==> config.mk <==
export PLATFORM = sky130hd
export DESIGN_NAME = axi_r_gen
export DESIGN_NICKNAME = d
export VERILOG_FILES = /design/src/rtl/axi_r_gen.sv
export SDC_FILE = /design/constraint.sdc
export NUM_CORES = 1
export LEC_CHECK = 0
export ABC_CLOCK_PERIOD_IN_PS = 5000
export CAP_MARGIN = 10
export CORE_MARGIN = 1
export CORE_UTILIZATION = 25
export CTS_CLUSTER_DIAMETER = 150
export CTS_CLUSTER_SIZE = 10
export DETAILED_ROUTE_END_ITERATION = 8
export SLEW_MARGIN = 30
export SYNTH_ARGS = -nofsm -noshare
export SYNTH_HDL_FRONTEND = slang
export SYNTH_SLANG_ARGS = --single-unit
==> constraint.sdc <==
create_clock -name clk_i -period 5 [get_ports clk_i]
set_clock_uncertainty 0.2 [all_clocks]
set_input_delay 1.5 -clock clk_i [delete_from_list [all_inputs] [get_ports clk_i]]
set_output_delay 1.5 -clock clk_i [all_outputs]
set_load 0.005 [all_outputs]
==> src/rtl/axi_r_gen.sv <==
// AXI4 read-response generator: serves one AR burst at a time, one memory read per R beat.
// Optional macro AXI_R_GEN_4K_CHECK_EN turns INCR bursts that cross a 4 KiB page into SLVERR bursts.
module axi_r_gen #(
    parameter int ID_WIDTH   = 4,
    parameter int ADDR_WIDTH = 32,
    parameter int DATA_WIDTH = 64,
    parameter int USER_WIDTH = 6
) (
    input  logic                  clk_i,
    input  logic                  rst_ni,
    input  logic                  ar_valid_i,
    input  logic [ADDR_WIDTH-1:0] ar_addr_i,
    input  logic [7:0]            ar_len_i,
    input  logic [2:0]            ar_size_i,
    input  logic [1:0]            ar_burst_i,
    input  logic [ID_WIDTH-1:0]   ar_id_i,
    input  logic [USER_WIDTH-1:0] ar_user_i,
    output logic                  ar_ready_o,
    output logic                  r_valid_o,
    output logic [DATA_WIDTH-1:0] r_data_o,
    output logic [1:0]            r_resp_o,
    output logic [ID_WIDTH-1:0]   r_id_o,
    output logic [USER_WIDTH-1:0] r_user_o,
    output logic                  r_last_o,
    input  logic                  r_ready_i,
    output logic                  mem_req_o,
    output logic [ADDR_WIDTH-1:0] mem_addr_o,
    input  logic                  mem_gnt_i,
    input  logic                  mem_rvalid_i,
    input  logic [DATA_WIDTH-1:0] mem_rdata_i
);

    localparam logic [2:0] MAX_SIZE = 3'($clog2(DATA_WIDTH / 8));

    typedef enum logic [2:0] {IDLE, REQ, WAIT, SEND, ERR} state_t;

    state_t                state_q, state_d;
    logic [ADDR_WIDTH-1:0] addr_q;
    logic [7:0]            len_q;
    logic [7:0]            cnt_q;
    logic [2:0]            size_q;
    logic [1:0]            burst_q;
    logic [ID_WIDTH-1:0]   id_q;
    logic [USER_WIDTH-1:0] user_q;
    logic [DATA_WIDTH-1:0] data_q;

    logic                  is_last;
    logic                  page_cross;
    logic                  ar_illegal;
    logic [ADDR_WIDTH-1:0] step;
    logic [ADDR_WIDTH-1:0] next_addr;

    assign is_last   = (cnt_q == len_q);
    assign step      = ADDR_WIDTH'(1) << size_q;
    // INCR realigns to the beat size before stepping, so an unaligned start catches up on beat two
    assign next_addr = (burst_q == 2'b01) ? ((addr_q & ~(step - ADDR_WIDTH'(1))) + step) : addr_q;

`ifdef AXI_R_GEN_4K_CHECK_EN
    logic [ADDR_WIDTH-1:0] ar_mask;
    logic [ADDR_WIDTH-1:0] ar_last_addr;

    assign ar_mask      = (ADDR_WIDTH'(1) << ar_size_i) - ADDR_WIDTH'(1);
    assign ar_last_addr = (ar_addr_i & ~ar_mask) + (ADDR_WIDTH'(ar_len_i) << ar_size_i);
    assign page_cross   = (ar_burst_i == 2'b01) &&
                          (ar_last_addr[ADDR_WIDTH-1:12] != ar_addr_i[ADDR_WIDTH-1:12]);
`else
    assign page_cross   = 1'b0;
`endif

    assign ar_illegal = ar_burst_i[1] || (ar_size_i > MAX_SIZE) || page_cross;

    assign ar_ready_o = (state_q == IDLE);
    assign r_valid_o  = (state_q == SEND) || (state_q == ERR);
    assign r_last_o   = r_valid_o && is_last;
    assign r_resp_o   = (state_q == ERR) ? 2'b10 : 2'b00;
    assign r_data_o   = data_q;
    assign r_id_o     = id_q;
    assign r_user_o   = user_q;
    assign mem_req_o  = (state_q == REQ);
    assign mem_addr_o = addr_q;

    always_ff @(posedge clk_i or negedge rst_ni) begin
        if (!rst_ni) begin
            state_q <= IDLE;
        end else begin
            state_q <= state_d;
        end
    end

    always_comb begin
        state_d = state_q;
        unique case (state_q)
            IDLE: if (ar_valid_i) state_d = ar_illegal ? ERR : REQ;
            REQ:  if (mem_gnt_i) state_d = WAIT;
            WAIT: if (mem_rvalid_i) state_d = SEND;
            SEND: if (r_ready_i) state_d = is_last ? IDLE : REQ;
            ERR:  if (r_ready_i && is_last) state_d = IDLE;
            default: state_d = IDLE;
        endcase
    end

    // Burst context and beat data; data is cleared on acceptance so the error path returns zeros
    always_ff @(posedge clk_i or negedge rst_ni) begin
        if (!rst_ni) begin
            addr_q  <= '0;
            len_q   <= '0;
            cnt_q   <= '0;
            size_q  <= '0;
            burst_q <= '0;
            id_q    <= '0;
            user_q  <= '0;
            data_q  <= '0;
        end else begin
            case (state_q)
                IDLE: begin
                    if (ar_valid_i) begin
                        addr_q  <= ar_addr_i;
                        len_q   <= ar_len_i;
                        size_q  <= ar_size_i;
                        burst_q <= ar_burst_i;
                        id_q    <= ar_id_i;
                        user_q  <= ar_user_i;
                        cnt_q   <= '0;
                        data_q  <= '0;
                    end
                end
                WAIT: begin
                    if (mem_rvalid_i) data_q <= mem_rdata_i;
                end
                SEND: begin
                    if (r_ready_i && !is_last) begin
                        cnt_q  <= cnt_q + 8'd1;
                        addr_q <= next_addr;
                    end
                end
                ERR: begin
                    if (r_ready_i && !is_last) cnt_q <= cnt_q + 8'd1;
                end
                default: ;
            endcase
        end
    end

endmodule

Word-level counts from Yosys, hierarchy flattened:

Cells that the tools add are included.

* reduce and logical (&&, ||, !) cells: 16
* equality and inequality tests: 14
* add/subtract/negate cells: 3
* bitwise logic cells: 2
* shift-type cells: 1
* magnitude comparators: 1
* muxes and demuxes: 19

Operator list (number)
* $mux W64: 2
* $pmux W64 S2: 1
* $mux W32: 3
* $pmux W32 S2: 1
* $add A32 B32 Y32: 1
* $and A32 B32 Y32: 1
* $not A32 Y32: 1
* $shl A1 B3 Y32 const A: 1
* $sub A32 B1 Y32 const B: 1
* $mux W3: 6
* $mux W8: 2
* $pmux W8 S2: 1
* $pmux W3 S5: 1
* $add A8 B1 Y8 const B: 1
* $eq A8 B8 Y1: 1
* $ne A2 B1 Y1 const B: 4
* $ne A2 B2 Y1 const B: 4
* $eq A3 B2 Y1 const B: 2
* $reduce_and A3 Y1: 2
* $reduce_bool A2 Y1: 3
* $reduce_and A5 Y1: 1
* $reduce_and A4 Y1: 1
* $eq A3 B1 Y1 const B: 1
* $eq A3 B3 Y1 const B: 1
* other kinds (10): 13

* output and inout port bits: 112
* input bits: 125
* flip-flop bits (word level): 130
* logic and storage cells: 65

Logic depth before layout (Yosys ltp):

* word-level depth: 8
* depth in mapped cells: 14
* depth with buffers taken out: 12

Least setup slack after synthesis:

OpenSTA, ideal clock, no wires.

* path kind: register -> register
* start point: register size_q[1]
* end point: register addr_q[25] (netlist: mem_addr_o[25])
* stages on the path, launching flop included: 14
* clock period less this slack: 3.545 ns
* path slack: 1.455 ns
* buffers on the path: 4
* data arrival time: 3.219 ns
* setup time: 0.126 ns
* cell sequence: dfrtp_1 > buf_2 > buf_2 > or3_1 > ha_1 > buf_2 > or2_2 > a311o_1 > a221oi_1 > nand3b_1 > nand2_1 > buf_4 > nand2_1 > o311a_1

* cells in the longest elaborated chain, start to end: 8

RTL lines
* from (decl): line 41 `logic [2:0] size_q;`
* from (signal assigned): line 119 `size_q <= ar_size_i;`
* $shl A1 B3 Y32 *: line 54 `assign step = ADDR_WIDTH'(1) << size_q;`
* $sub A32 B1 Y32: line 56 `assign next_addr = (burst_q == 2'b01) ? ((addr_q & ~(step - ADDR_WIDTH'(1))) + step) : addr_q;`
* $not A32 Y32: line 56
* $and A32 B32 Y32: line 56
* $add A32 B32 Y32 *: line 56
* $mux W32 *: line 56
* $mux W32 *: line 131 `if (r_ready_i && !is_last) begin`
* $pmux W32 S2 *: line 114 `case (state_q)`
* to (signal assigned): line 117 `addr_q <= ar_addr_i;`
* to (signal assigned): line 133 `addr_q <= next_addr;`
* to (decl): line 38 `logic [ADDR_WIDTH-1:0] addr_q;`

Every way passes the cells marked *; elsewhere a longest branch is shown, timed or not. The select of a mux whose other input is x is not followed.
A chain may end at the register's enable or synchronous reset.

Worst setup path after layout:

* start point: register cnt_q[1]
* end point: output r_last_o

* cells in the longest elaborated chain, start to end: 2

RTL lines
* from (decl): line 40 `logic [7:0] cnt_q;`
* from (signal assigned): line 132 `cnt_q <= cnt_q + 8'd1;`
* from (signal assigned): line 137 `if (r_ready_i && !is_last) cnt_q <= cnt_q + 8'd1;`
* $eq A8 B8 Y1: line 53 `assign is_last = (cnt_q == len_q);`
* $logic_and A1 B1 Y1: line 74 `assign r_last_o = r_valid_o && is_last;`
* to (decl): line 24 `output logic r_last_o,`

Every way passes these cells.

==> reports/metrics.cfg <==
[clock_network]
cts_tree=yes
cts_hold_buf=0
clock_latency_ns=0.41
clock_path_buffers=2
htree_levels=4
cts.sinks=130
clk_pin_slew_ns=0.07
cts_buffers=17
post_cts_buffers=0
cts_root_buffer=clkbuf_16
ctsResizeCount=0

[synth]
synthesis.area_um2=6909
yosysSeqAreaShare_pct=47.08
netlist_top_cells_area=dfrtp_1, nand2_1, o21ai_0
yosysWarningCount=0
synth_top_cell_area_share_pct=47.08
synth_nets=963
syn_inst=832
yosysMostFrequentCell=nand2_1
avgSynthCellArea_um2=8.304
synth_largest_area_cell=dfrtp_1
ys_types=61
ys_seq_elements=130
synth-edff-count=0
ys.flop_type=dfrtp_1
ys_top_cells_by_count=nand2_1, dfrtp_1, o21ai_0
synthArstFlopShare_pct=100.0

[worst_setup_path]
critPathCaptureType=primary output
cp_max_fo=5
worstPathArrival_ns=2.74
worst_r2r_startpoint=size_q[1]$_DFFE_PN0P_
cp-start-kind=flip-flop
reg2reg_depth=10
critical_path_required_ns=3.30
reg2reg_to=mem_addr_o[29]$_DFFE_PN0P_
timing.reg2reg.setup_slack_ns=1.06
crit_type=reg -> out

[timing]
slew_headroom_pct=35.79
rsz0062_at_grt=no
finalCritPeriodShare_pct=88.80
fmax_ghz=0.2252
period_needed_ns=4.440
finalSetupTns_ns=0
final_hold_viol_count=0
setup_viol=0
tightestPinTransition_ns=0.9543
slew_viol_final=0
hold_slack_ns=0.2747

[routing]
vias=6812
routed_wl_um=23440
drt_iter0_markers=415
wl_per_cell_um=16.79
drc=0
avgViaCountPerCell=4.880
detail-route-antenna-nets=0
dr.pass1.iters=5

[die]
die-area_um2=28300
fp.dieW_um=168.2
row_count=60
io_pins=237
coreArea_um2=27030
die_h_um=168.2
initial_utilization_pct=25.56

[global_routing]
antenna_found_initial=0
grt_usage_pct=16.97
grt.overflow.total=0
grt_max_degree=81
grt_pass1_wl_um=37630
grt_pass1_vias=6800

[power]
clkPwrFrac_pct=26.4
p_int_mw=2.797
switchingPower_mw=1.733
seqPwrFrac_pct=36.6
leakagePower_nw=4.110
pwr_density_cell_nw_per_um2=445.6
switching_share_pct=38.26
max-vdd-ir-drop_uv=184.5
pwr-share-comb_pct=37.0
p_total_mw=4.530

[hold_path]
holdCritStartpoint=r_id_o[3]$_DFFE_PN0P_
hp-class=reg -> reg
hold_path_end=r_id_o[3]$_DFFE_PN0P_
whs_path_depth=2

[cells_and_area]
finalCoreUtilization_pct=37.62
nNetsFinal=1174
regArea_um2=3253
drive_gt1_share_pct=5.687
multi_input_area_um2=3416
area_growth_pct=47.16
fill_cells=2814
insertedDiodeCount=0

[placed_design]
place.gp.congestion=0.9070
io_buffers=235
dpl.hpwl_um=16600

[run_status]
status=finished clean

[run]
drv_cap=0

## how the worst max path moves through the flow
stage,start,cells past startpoint,endpoint,slack [ns]
6_report,cnt_q[1]$_DFFE_PN0P_,5,r_last_o,0.56
5_1_grt,cnt_q[1]$_DFFE_PN0P_,5,r_last_o,0.50
4_1_cts,cnt_q[1]$_DFFE_PN0P_,5,r_last_o,0.57
3_5_place_dp,r_ready_i,6,mem_addr_o[11]$_DFFE_PN0P_,1.00
3_3_place_gp,r_ready_i,6,mem_addr_o[19]$_DFFE_PN0P_,1.07
2_1_floorplan,size_q[1]$_DFFE_PN0P_,13,mem_addr_o[25]$_DFFE_PN0P_,1.45
## stage by stage
step	std cells	instance area (um2)	worst slack [ns]
global route	1396	10170	0.4979
global placement	1365	9622	1.071
detailed placement	1365	9622	1.003
floorplan	832	6909	1.455
CTS	1396	10170	0.5718
finish	1396	10170	0.5602
## power by group through the flow
stage | Combinational [mW] | Clock, mW | Sequential [mW]
detailed placement | 1.67 | 0 | 1.67
finish | 1.68 | 1.20 | 1.66
global route | 1.84 | 1.28 | 1.71
CTS | 1.67 | 1.24 | 1.65
global placement | 1.65 | 0 | 1.67
floorplan | 0.950 | 0 | 1.54
## state kept, by name (all words and copies together) (netlist names)
| name | cells |
|---|---|
| cnt_q | 8 |
| r_data_o | 64 |
| state_q | 3 |
| r_id_o | 4 |
| mem_addr_o | 32 |
| r_user_o | 6 |
| len_q | 8 |
| size_q | 3 |
| burst_q | 2 |
## kinds of logic (layout without fill, tap and decap cells)
| logic type | after synthesis | in the layout | share of synthesized area [%] |
|---|---|---|---|
| compound gates | 191 | 191 | 17.24 |
| xor+xnor | 23 | 23 | 2.916 |
| fa+ha+maj | 6 | 6 | 1.087 |
| buf+inv | 66 | 289 | 3.803 |
| flops | 130 | 130 | 47.08 |
| mux | 9 | 9 | 1.521 |
| other cells | 1 | 1 | 0.05428 |
| simple gates | 406 | 406 | 26.29 |
## area by class of cell
type,count,area share [%]
multi-input cells,636,33.60
flip-flops and latches,130,32.00
repair buffers,248,24.48
well taps,341,4.196
clock buffers,17,4.184
clock inverters,14,1.181
inverters,10,0.3692
## worst max-delay path, cell delays in order (launching register included)
cell             delay, ns
dfrtp_1               0.41
xor2_1                0.18
nor4_1                0.83
nand2_1               0.15
a21oi_1               0.23
clkdlybuf4s50_1       0.53
## routing by layer
metal,track usage (%),part of all wire [%],up-vias
li1,-,-,3329
met1,21.55,44,3156
met2,26.20,44,298
met3,6.370,9.9,29
met4,6.166,1.6,0
met5,0,0,-
## cell usage in the layout (no fill, tap or decap), drive strengths merged, types with 17 or more instances in the layout
| cell | n |
|---|---|
| clkdlybuf4s50 | 234 |
| nor2 | 44 |
| inv | 18 |
| clkbuf | 17 |
| nand3 | 22 |
| o21ai | 86 |
| dfrtp | 130 |
| a21oi | 29 |
| nand2 | 245 |
| and3 | 21 |
| nor3 | 17 |
(Power assumes the default switching activity.)
